[config.mk]
export PLATFORM = sky130hd
export DESIGN_NAME = instruction_encoder
export DESIGN_NICKNAME = d
export VERILOG_FILES = /design/src/rtl/spook_cmd_pkg.sv /design/src/rtl/instruction_encoder.sv
export SDC_FILE = /design/constraint.sdc
export NUM_CORES = 1
export LEC_CHECK = 0
export BUFFER_PORTS_ARGS = -buffer_cell sky130_fd_sc_hd__buf_4
export CORE_ASPECT_RATIO = 1.4
export CORE_MARGIN = 8
export CORE_UTILIZATION = 27
export DETAILED_ROUTE_END_ITERATION = 7
export HOLD_SLACK_MARGIN = 0.05
export PLACE_DENSITY = 0.6
export RECOVER_POWER = 25
export SLEW_MARGIN = 40
export SYNTH_ARGS = -nofsm -noshare
export SYNTH_HDL_FRONTEND = slang
export SYNTH_SLANG_ARGS = --single-unit
[constraint.sdc]
create_clock -name clk -period 1.2 [get_ports clk]
set_input_delay 0.18 -clock clk [delete_from_list [all_inputs] [get_ports clk]]
set_output_delay 0.18 -clock clk [all_outputs]
set_load 0.03 [all_outputs]
[src/rtl/spook_cmd_pkg.sv]
// Shared command/status encoding for the spook command path.
// Shared by the encoder and any decoder. Optional feature macro: SEED_LOAD_EN
// enables the LD_SEED operation.
package spook_cmd_pkg;

  localparam int WORD_W = 32;
  localparam int PAD_W  = 28;

  // Instruction opcodes, carried in word bits [31:28]
  localparam logic [3:0] OP_ENC       = 4'b0010;
  localparam logic [3:0] OP_DEC       = 4'b0011;
  localparam logic [3:0] OP_LDKEY     = 4'b0100;
  localparam logic [3:0] OP_LDKEY_ENC = 4'b1001;
  localparam logic [3:0] OP_LDKEY_DEC = 4'b1010;
  localparam logic [3:0] OP_LD_SEED   = 4'b1011;

  // Status codes, carried in word bits [31:28]
  localparam logic [3:0] ST_SUCCESS   = 4'b1110;
  localparam logic [3:0] ST_FAILURE   = 4'b1111;

  typedef enum logic [1:0] {
    S_IDLE = 2'd0,
    S_CMD  = 2'd1,
    S_WAIT = 2'd2,
    S_STAT = 2'd3
  } state_e;

  typedef struct packed {
    logic       legal;
    logic [3:0] opcode;
  } decode_t;

  // Flags are {decrypt, key_update, key_only, seed_update}
  function automatic decode_t decode_flags(input logic [3:0] flags);
    decode_t d;
    d.legal  = 1'b1;
    d.opcode = OP_ENC;
    case (flags)
      4'b0000: d.opcode = OP_ENC;
      4'b1000: d.opcode = OP_DEC;
      4'b0110: d.opcode = OP_LDKEY;
      4'b0100: d.opcode = OP_LDKEY_ENC;
      4'b1100: d.opcode = OP_LDKEY_DEC;
`ifdef SEED_LOAD_EN
      4'b0001: d.opcode = OP_LD_SEED;
`endif
      default: begin
        d.legal  = 1'b0;
        d.opcode = 4'b0000;
      end
    endcase
    return d;
  endfunction

  // Operations that touch data produce a completion report from the core
  function automatic logic needs_done(input logic [3:0] op);
    return (op == OP_ENC) || (op == OP_DEC) ||
           (op == OP_LDKEY_ENC) || (op == OP_LDKEY_DEC);
  endfunction

  // Every emitted word carries a zero payload below the 4-bit code
  function automatic logic [WORD_W-1:0] make_word(input logic [3:0] code);
    return {code, {PAD_W{1'b0}}};
  endfunction

endpackage

[src/rtl/instruction_encoder.sv]
// Instruction encoder: turns an operation request into one instruction word,
// waits for the core's completion report when the operation has one, and
// emits a status word. One operation in flight at a time.
// Optional feature macro: SEED_LOAD_EN (handled in spook_cmd_pkg).
module instruction_encoder
  import spook_cmd_pkg::*;
(
  input  logic        clk,
  input  logic        rst,
  input  logic        req_valid,
  output logic        req_ready,
  input  logic        req_decrypt,
  input  logic        req_key_update,
  input  logic        req_key_only,
  input  logic        req_seed_update,
  output logic        req_err,
  output logic [31:0] cmd_data,
  output logic        cmd_valid,
  input  logic        cmd_ready,
  input  logic        done_valid,
  input  logic        done_fail,
  output logic        done_ready,
  output logic [31:0] status_data,
  output logic        status_valid,
  input  logic        status_ready
);

  state_e      state_q;
  logic        req_ready_q, req_err_q, cmd_valid_q, done_ready_q, status_valid_q;
  logic        waits_q;
  logic [31:0] cmd_data_q, status_data_q;
  decode_t     dec;

  // Decode the request flags into an opcode plus legality
  always_comb begin
    dec = decode_flags({req_decrypt, req_key_update, req_key_only, req_seed_update});
  end

  // Control FSM; every handshake output is a register set on the transition
  // into the state that owns it, so none depends combinationally on inputs.
  always_ff @(posedge clk) begin
    if (rst) begin
      state_q        <= S_IDLE;
      req_ready_q    <= 1'b0;
      req_err_q      <= 1'b0;
      cmd_valid_q    <= 1'b0;
      cmd_data_q     <= '0;
      done_ready_q   <= 1'b0;
      status_valid_q <= 1'b0;
      status_data_q  <= '0;
      waits_q        <= 1'b0;
    end else begin
      req_err_q <= 1'b0;
      case (state_q)
        S_IDLE: begin
          // req_ready is low on the first cycle out of reset; it is raised here
          req_ready_q <= 1'b1;
          if (req_valid && req_ready_q) begin
            if (dec.legal) begin
              cmd_data_q  <= make_word(dec.opcode);
              waits_q     <= needs_done(dec.opcode);
              cmd_valid_q <= 1'b1;
              req_ready_q <= 1'b0;
              state_q     <= S_CMD;
            end else begin
              req_err_q <= 1'b1;
            end
          end
        end
        S_CMD: begin
          if (cmd_ready) begin
            cmd_valid_q <= 1'b0;
            if (waits_q) begin
              done_ready_q <= 1'b1;
              state_q      <= S_WAIT;
            end else begin
              req_ready_q <= 1'b1;
              state_q     <= S_IDLE;
            end
          end
        end
        S_WAIT: begin
          if (done_valid) begin
            status_data_q  <= make_word(done_fail ? ST_FAILURE : ST_SUCCESS);
            status_valid_q <= 1'b1;
            done_ready_q   <= 1'b0;
            state_q        <= S_STAT;
          end
        end
        S_STAT: begin
          if (status_ready) begin
            status_valid_q <= 1'b0;
            req_ready_q    <= 1'b1;
            state_q        <= S_IDLE;
          end
        end
        default: state_q <= S_IDLE;
      endcase
    end
  end

  assign req_ready    = req_ready_q;
  assign req_err      = req_err_q;
  assign cmd_valid    = cmd_valid_q;
  assign cmd_data     = cmd_data_q;
  assign done_ready   = done_ready_q;
  assign status_valid = status_valid_q;
  assign status_data  = status_data_q;

endmodule

Word-level counts from Yosys, hierarchy flattened
Cells that the tools add are included.
{"block": "word_totals", "ff_bits": 16, "latch_bits": 0, "ramBits": 0, "romBits": 0, "input_bits": 11, "out_inout_bits": 69, "n_memories": 0}
{"block": "classes", "add_sub_neg": 0, "mul": 0, "n_div": 0, "n_lt_le_gt_ge": 0, "n_eq_ne": 18, "shifts": 0, "n_mux": 27, "bitwise": 2, "n_reduce_logical": 19}
{"cell": "$pmux W4 S5", "count": 1}
{"cell": "$eq A4 B4 Y1 const B", "count": 4}
{"cell": "$mux W1", "count": 15}
{"cell": "$ne A2 B2 Y1 const B", "count": 7}
{"cell": "$mux W2", "count": 6}
{"cell": "$reduce_and A4 Y1", "count": 3}
{"cell": "$eq A4 B2 Y1 const B", "count": 2}
{"cell": "$eq A4 B3 Y1 const B", "count": 2}
{"cell": "$pmux W2 S4", "count": 1}
{"cell": "$pmux W1 S2", "count": 3}
{"cell": "$reduce_and A3 Y1", "count": 2}
{"cell": "$reduce_bool A2 Y1", "count": 3}
{"cell": "$reduce_and A5 Y1", "count": 1}
{"cell": "$reduce_or A5 Y1", "count": 1}
{"cell": "$eq A2 B2 Y1 const B", "count": 2}
{"cell": "$logic_not A4 Y1", "count": 1}
{"cell": "$logic_or A1 B1 Y1", "count": 3}
{"cell": "$pmux W1 S3", "count": 1}
{"cell": "$reduce_bool A3 Y1", "count": 1}
{"cell": "$reduce_or A3 Y1", "count": 1}
{"cell": "$eq A2 B1 Y1 const B", "count": 1}
{"cell": "$logic_not A2 Y1", "count": 1}
{"cell": "$not A1 Y1", "count": 2}
{"cell": "$reduce_and A2 Y1", "count": 1}
{"cell": "$logic_and A1 B1 Y1", "count": 1}

Logic depth before layout (Yosys ltp)
{"block": "logic_depth", "ltp_word": 6, "mapped_depth": 5}

Least setup slack after synthesis
Ideal clock, no wire load.
{"block": "synth_path", "kind": "reg-to-reg", "startpoint": "reg req_ready_q, in the netlist req_ready", "endpoint": "reg cmd_valid_q, in the netlist cmd_valid", "arrival_time_ns": 1.284, "slack_ns": -0.163, "stages_incl_launch_ff": 5, "n_path_buf": 0, "path_cell_list": "dfxtp_1 > nand3b_4 > a2111oi_4 > nor2_2 > a211oi_2"}
{"block": "synth_via", "elab_chain_cells": 3}
{"item": "start: declaration", "line_no": "instruction_encoder.sv:29", "source": "logic req_ready_q, req_err_q, cmd_valid_q, done_ready_q, status_valid_q;"}
{"item": "start signal: assignment", "line_no": "instruction_encoder.sv:44", "source": "req_ready_q <= 1'b0;"}
{"item": "start signal: assignment", "line_no": "instruction_encoder.sv:57", "source": "req_ready_q <= 1'b1;"}
{"item": "start signal: assignment", "line_no": "instruction_encoder.sv:63", "source": "req_ready_q <= 1'b0;"}
{"item": "$logic_and A1 B1 Y1", "line_no": "instruction_encoder.sv:58", "source": "if (req_valid && req_ready_q) begin"}
{"item": "$ne A2 B2 Y1 (no source line)"}
{"item": "$reduce_and A4 Y1 (no source line)"}
{"item": "end signal: assignment", "line_no": "instruction_encoder.sv:46", "source": "cmd_valid_q <= 1'b0;"}
{"item": "end signal: assignment", "line_no": "instruction_encoder.sv:62", "source": "cmd_valid_q <= 1'b1;"}
{"item": "end signal: assignment", "line_no": "instruction_encoder.sv:72", "source": "cmd_valid_q <= 1'b0;"}
{"item": "end: declaration", "line_no": "instruction_encoder.sv:29"}
Every way passes these cells.
A chain may end at the register's enable or synchronous reset.

==> implementation parameters <==
Parameter                              Value

Status
  Outcome    completed

Clock network
  Clock insertion delay at the later pin of the skew report    0.24 ns
  Clock tree from TritonCTS    done
  CTS clk-pin slew, worst paths    0.06 ns
  Clock Tree Root    sky130_fd_sc_hd__clkbuf_8
  Number of buffers added by the clock tree synthesis step    3
  Maximum root-to-sink buffer count    2
  Number of hold buffers added after CTS    0
  H-tree level count    1
  Number of sinks handled by clock tree synthesis    14

Detailed routing
  Average routed wire per standard cell    11.82 um
  Starting DRC count in detailed routing    19
  DRC errors left    0
  Per-cell via count in the routed design    3.785
  Number of nets with antenna violations after detailed routing    0
  Total iterations of the first detailed-routing run    4
  WL final    2.423 mm
  Vias post-DR    776

STA
  Final hold violations    0
  Final setup skew    0.003748 ns
  Setup repair after global routing missed its margin    false
  Peak clock frequency supported by timing    872.1 MHz
  Pins Over Slew Limit    0
  Min cycle time layout    1.147 ns
  Post-Route Setup TNS    0 ns
  Post-route clock period utilization    95.56%
  Endpoints failing setup    0

Die
  Number of placement rows    27
  IO Count    80
  Std-Cell Core Area    3953 um2
  Die Y    91.82 um
  Initial cell density of the core    28.05%
  Area of the die    6441 um2
  Die span in x    70.16 um

Pwr
  Tot Pwr    1.275 mW
  Worst VDD drop    706.7 uV
  Power density over the cells    1083 nW/um2
  Leakage Power    0.5589 nW

Final layout
  Final standard cell count with taps included and fillers excluded    205
  Post-layout util    29.79%
  Design area    1177 um2
  Footprint of the multi-input gates    591.8 um2
  Register Area    285.3 um2
  Fraction of final layout cells sized beyond drive strength 1    24.69%
  Diodes inserted    0
  Final-layout fill cell count    442
  Final net count    174
  Area grow syn2layout    6.208%

Run
  Max-capacitance violation count    0

Synth
  Average size of a mapped cell    8.212 um2
  Post-synthesis cell area    1109 um2
  Cell variety after synth    30
  Flip-flop and latch count after synthesis    14
  Synthesized netlist cell count    135
  Sequential area share after synthesis    25.28%
  Number of synthesis warnings    0

GRT
  Maximum number of pins on one net before global-route repair    15
  Antenna violations before repair    0
  Overflow after GRT    0
  Wire length of the first global-routing pass    3.760 mm
  Combined global-route utilization of all metal layers    6.941%
  Number of global-route vias before repair    820

Setup path
  Worst path arrival time    1.28 ns
  Highest net fanout along the worst path    4
  Type of destination of the critical path    flop
  Data required, critical path    1.33 ns
  Critical path class    flop to flop
  Startpoint kind of the worst setup timing path    flop

Worst hold path
  Path type of the worst min-delay path    input pin to flop

Placement
  Quantity of I/O buffers inserted on ports    23
  Placed Cells incl. Taps    200
  Total half-perimeter wirelength after legalization and detailed placement    2.023 mm
  Placer congestion estimate    0.6841
  Placed Instance Area    1134 um2
## registers in the layout (all words and copies together), names as in the netlist, named ones only
register      cells
cmd_data          4
cmd_valid         1
done_ready        1
req_err           1
req_ready         1
state_q           1
status_data       2
status_valid      1
waits_q           1
## where the power goes
part / total [mW] / switching, mW / internal [mW] / leakage [nW]
clock: 0.391 / 0.157 / 0.235 / 0.0228
combinational: 0.393 / 0.325 / 0.0685 / 0.422
sequential: 0.490 / 0.0124 / 0.478 / 0.115
total: 1.27 / 0.494 / 0.781 / 0.559
## per-layer routing
metal / track usage, % / part of all wire (%) / vias up
met4: 1.513 / 0.25 / 0
met2: 10.62 / 46 / 53
met3: 5.070 / 12 / 2
met1: 7.590 / 42 / 337
li1: - / - / 384
met5: 0 / 0 / -
## logic make-up (layout without fill, tap and decap cells)
kind of cell    Yosys count  count (layout)  synth area share (%)
buf+inv                  61              33                 40.52
simple gates             40              40                 21.56
compound gates           19              19                 12.30
flops                    14              14                 25.28
other cells               1              56                0.3383
## synthesized netlist by cell type
library cell	n	area [um2]
sky130_fd_sc_hd__a21oi_1	11	55.05
sky130_fd_sc_hd__dfxtp_1	14	280.3
sky130_fd_sc_hd__nand2b_1	3	18.77
sky130_fd_sc_hd__clkbuf_1	1	3.750
sky130_fd_sc_hd__nor4_4	1	21.27
sky130_fd_sc_hd__and2_1	1	6.260
sky130_fd_sc_hd__buf_4	58	435.4
sky130_fd_sc_hd__buf_2	2	10.01
sky130_fd_sc_hd__and3_1	1	6.260
sky130_fd_sc_hd__nor3_1	4	20.02
sky130_fd_sc_hd__a2111oi_4	1	27.53
sky130_fd_sc_hd__nand3b_4	1	20.02
sky130_fd_sc_hd__nand4b_1	1	8.760
sky130_fd_sc_hd__a221oi_1	1	8.760
sky130_fd_sc_hd__a211oi_1	1	7.510
sky130_fd_sc_hd__a22oi_1	1	7.510
sky130_fd_sc_hd__conb_1	1	3.750
sky130_fd_sc_hd__nand3_1	4	20.02
sky130_fd_sc_hd__and2b_2	1	8.760
sky130_fd_sc_hd__and3b_2	1	10.01
sky130_fd_sc_hd__nor2_1	9	33.78
sky130_fd_sc_hd__nand3b_1	1	7.510
sky130_fd_sc_hd__nand2b_2	1	8.760
sky130_fd_sc_hd__nor2_2	1	6.260
sky130_fd_sc_hd__nor4_1	1	6.260
sky130_fd_sc_hd__a211oi_2	1	12.51
sky130_fd_sc_hd__o21ai_0	2	10.01
sky130_fd_sc_hd__nand2_1	8	30.03
sky130_fd_sc_hd__a21o_1	1	7.510
sky130_fd_sc_hd__nor2b_1	1	6.260
## stage by stage
stage | setup slack (ns) | hold WS, ns
after detailed placement | 0.0009546 | 0.4418
after global routing | 0.009848 | 0.1779
after CTS | 0.04876 | 0.1765
final | 0.05330 | 0.1811
after global placement | 0.02899 | 0.4375
after floorplan | 0.007205 | 0.2587
## worst paths after layout
path           startpoint              end  slack (ns)  depth (start not counted)
max reg2reg          flop        req_ready        0.05                          4
max                  flop        req_ready        0.05                          4
min reg2reg  cmd_data[31]     cmd_data[31]        0.47                          2
min             done_fail  status_data[28]        0.18                          3
## cell usage in the layout (no fill, tap or decap)
cell type and count:
sky130_fd_sc_hd__conb_1 56, sky130_fd_sc_hd__buf_4 24, sky130_fd_sc_hd__dfxtp_1 12, sky130_fd_sc_hd__a21oi_1 11
sky130_fd_sc_hd__nand2_1 8, sky130_fd_sc_hd__nor2_1 8, sky130_fd_sc_hd__nand3_1 4, sky130_fd_sc_hd__clkbuf_1 4
sky130_fd_sc_hd__nand2b_1 3, sky130_fd_sc_hd__nor3_1 3, sky130_fd_sc_hd__clkbuf_8 3, sky130_fd_sc_hd__nor2_2 2
sky130_fd_sc_hd__o21ai_0 2, sky130_fd_sc_hd__clkbuf_2 2, sky130_fd_sc_hd__and3b_2 1, sky130_fd_sc_hd__nand4b_1 1
sky130_fd_sc_hd__a21o_1 1, sky130_fd_sc_hd__nor2b_1 1, sky130_fd_sc_hd__nand3b_4 1, sky130_fd_sc_hd__nor4_4 1
sky130_fd_sc_hd__a22oi_1 1, sky130_fd_sc_hd__and2b_1 1, sky130_fd_sc_hd__nand3b_1 1, sky130_fd_sc_hd__nand2b_2 1
sky130_fd_sc_hd__a2111oi_4 1, sky130_fd_sc_hd__nor3_2 1, sky130_fd_sc_hd__nor4_1 1, sky130_fd_sc_hd__a211oi_2 1
sky130_fd_sc_hd__a221oi_1 1, sky130_fd_sc_hd__a211oi_1 1, sky130_fd_sc_hd__and2_1 1, sky130_fd_sc_hd__and3_1 1
sky130_fd_sc_hd__dfxtp_2 1, sky130_fd_sc_hd__dfxtp_4 1
## final cells by class
type,count,area share (%)
multi-input cells,115,50.27
repair buffers,29,17.11
well taps,43,4.570
clock buffers,4,3.826
flip-flops and latches,14,24.23
## critical path, stage by stage (launching register included)
cell and delay [ns]:
sky130_fd_sc_hd__dfxtp_2 0.33, sky130_fd_sc_hd__nand3b_4 0.18, sky130_fd_sc_hd__a2111oi_4 0.32, sky130_fd_sc_hd__buf_4 0.17, sky130_fd_sc_hd__nor3_2 0.03
## timing repair
item	4_1_cts	5_1_grt
buffers inserted	0	1
resized for setup	0	3
endpoints found under the setup margin	1	4
pin swaps	1	2
(Power assumes the default switching activity.)
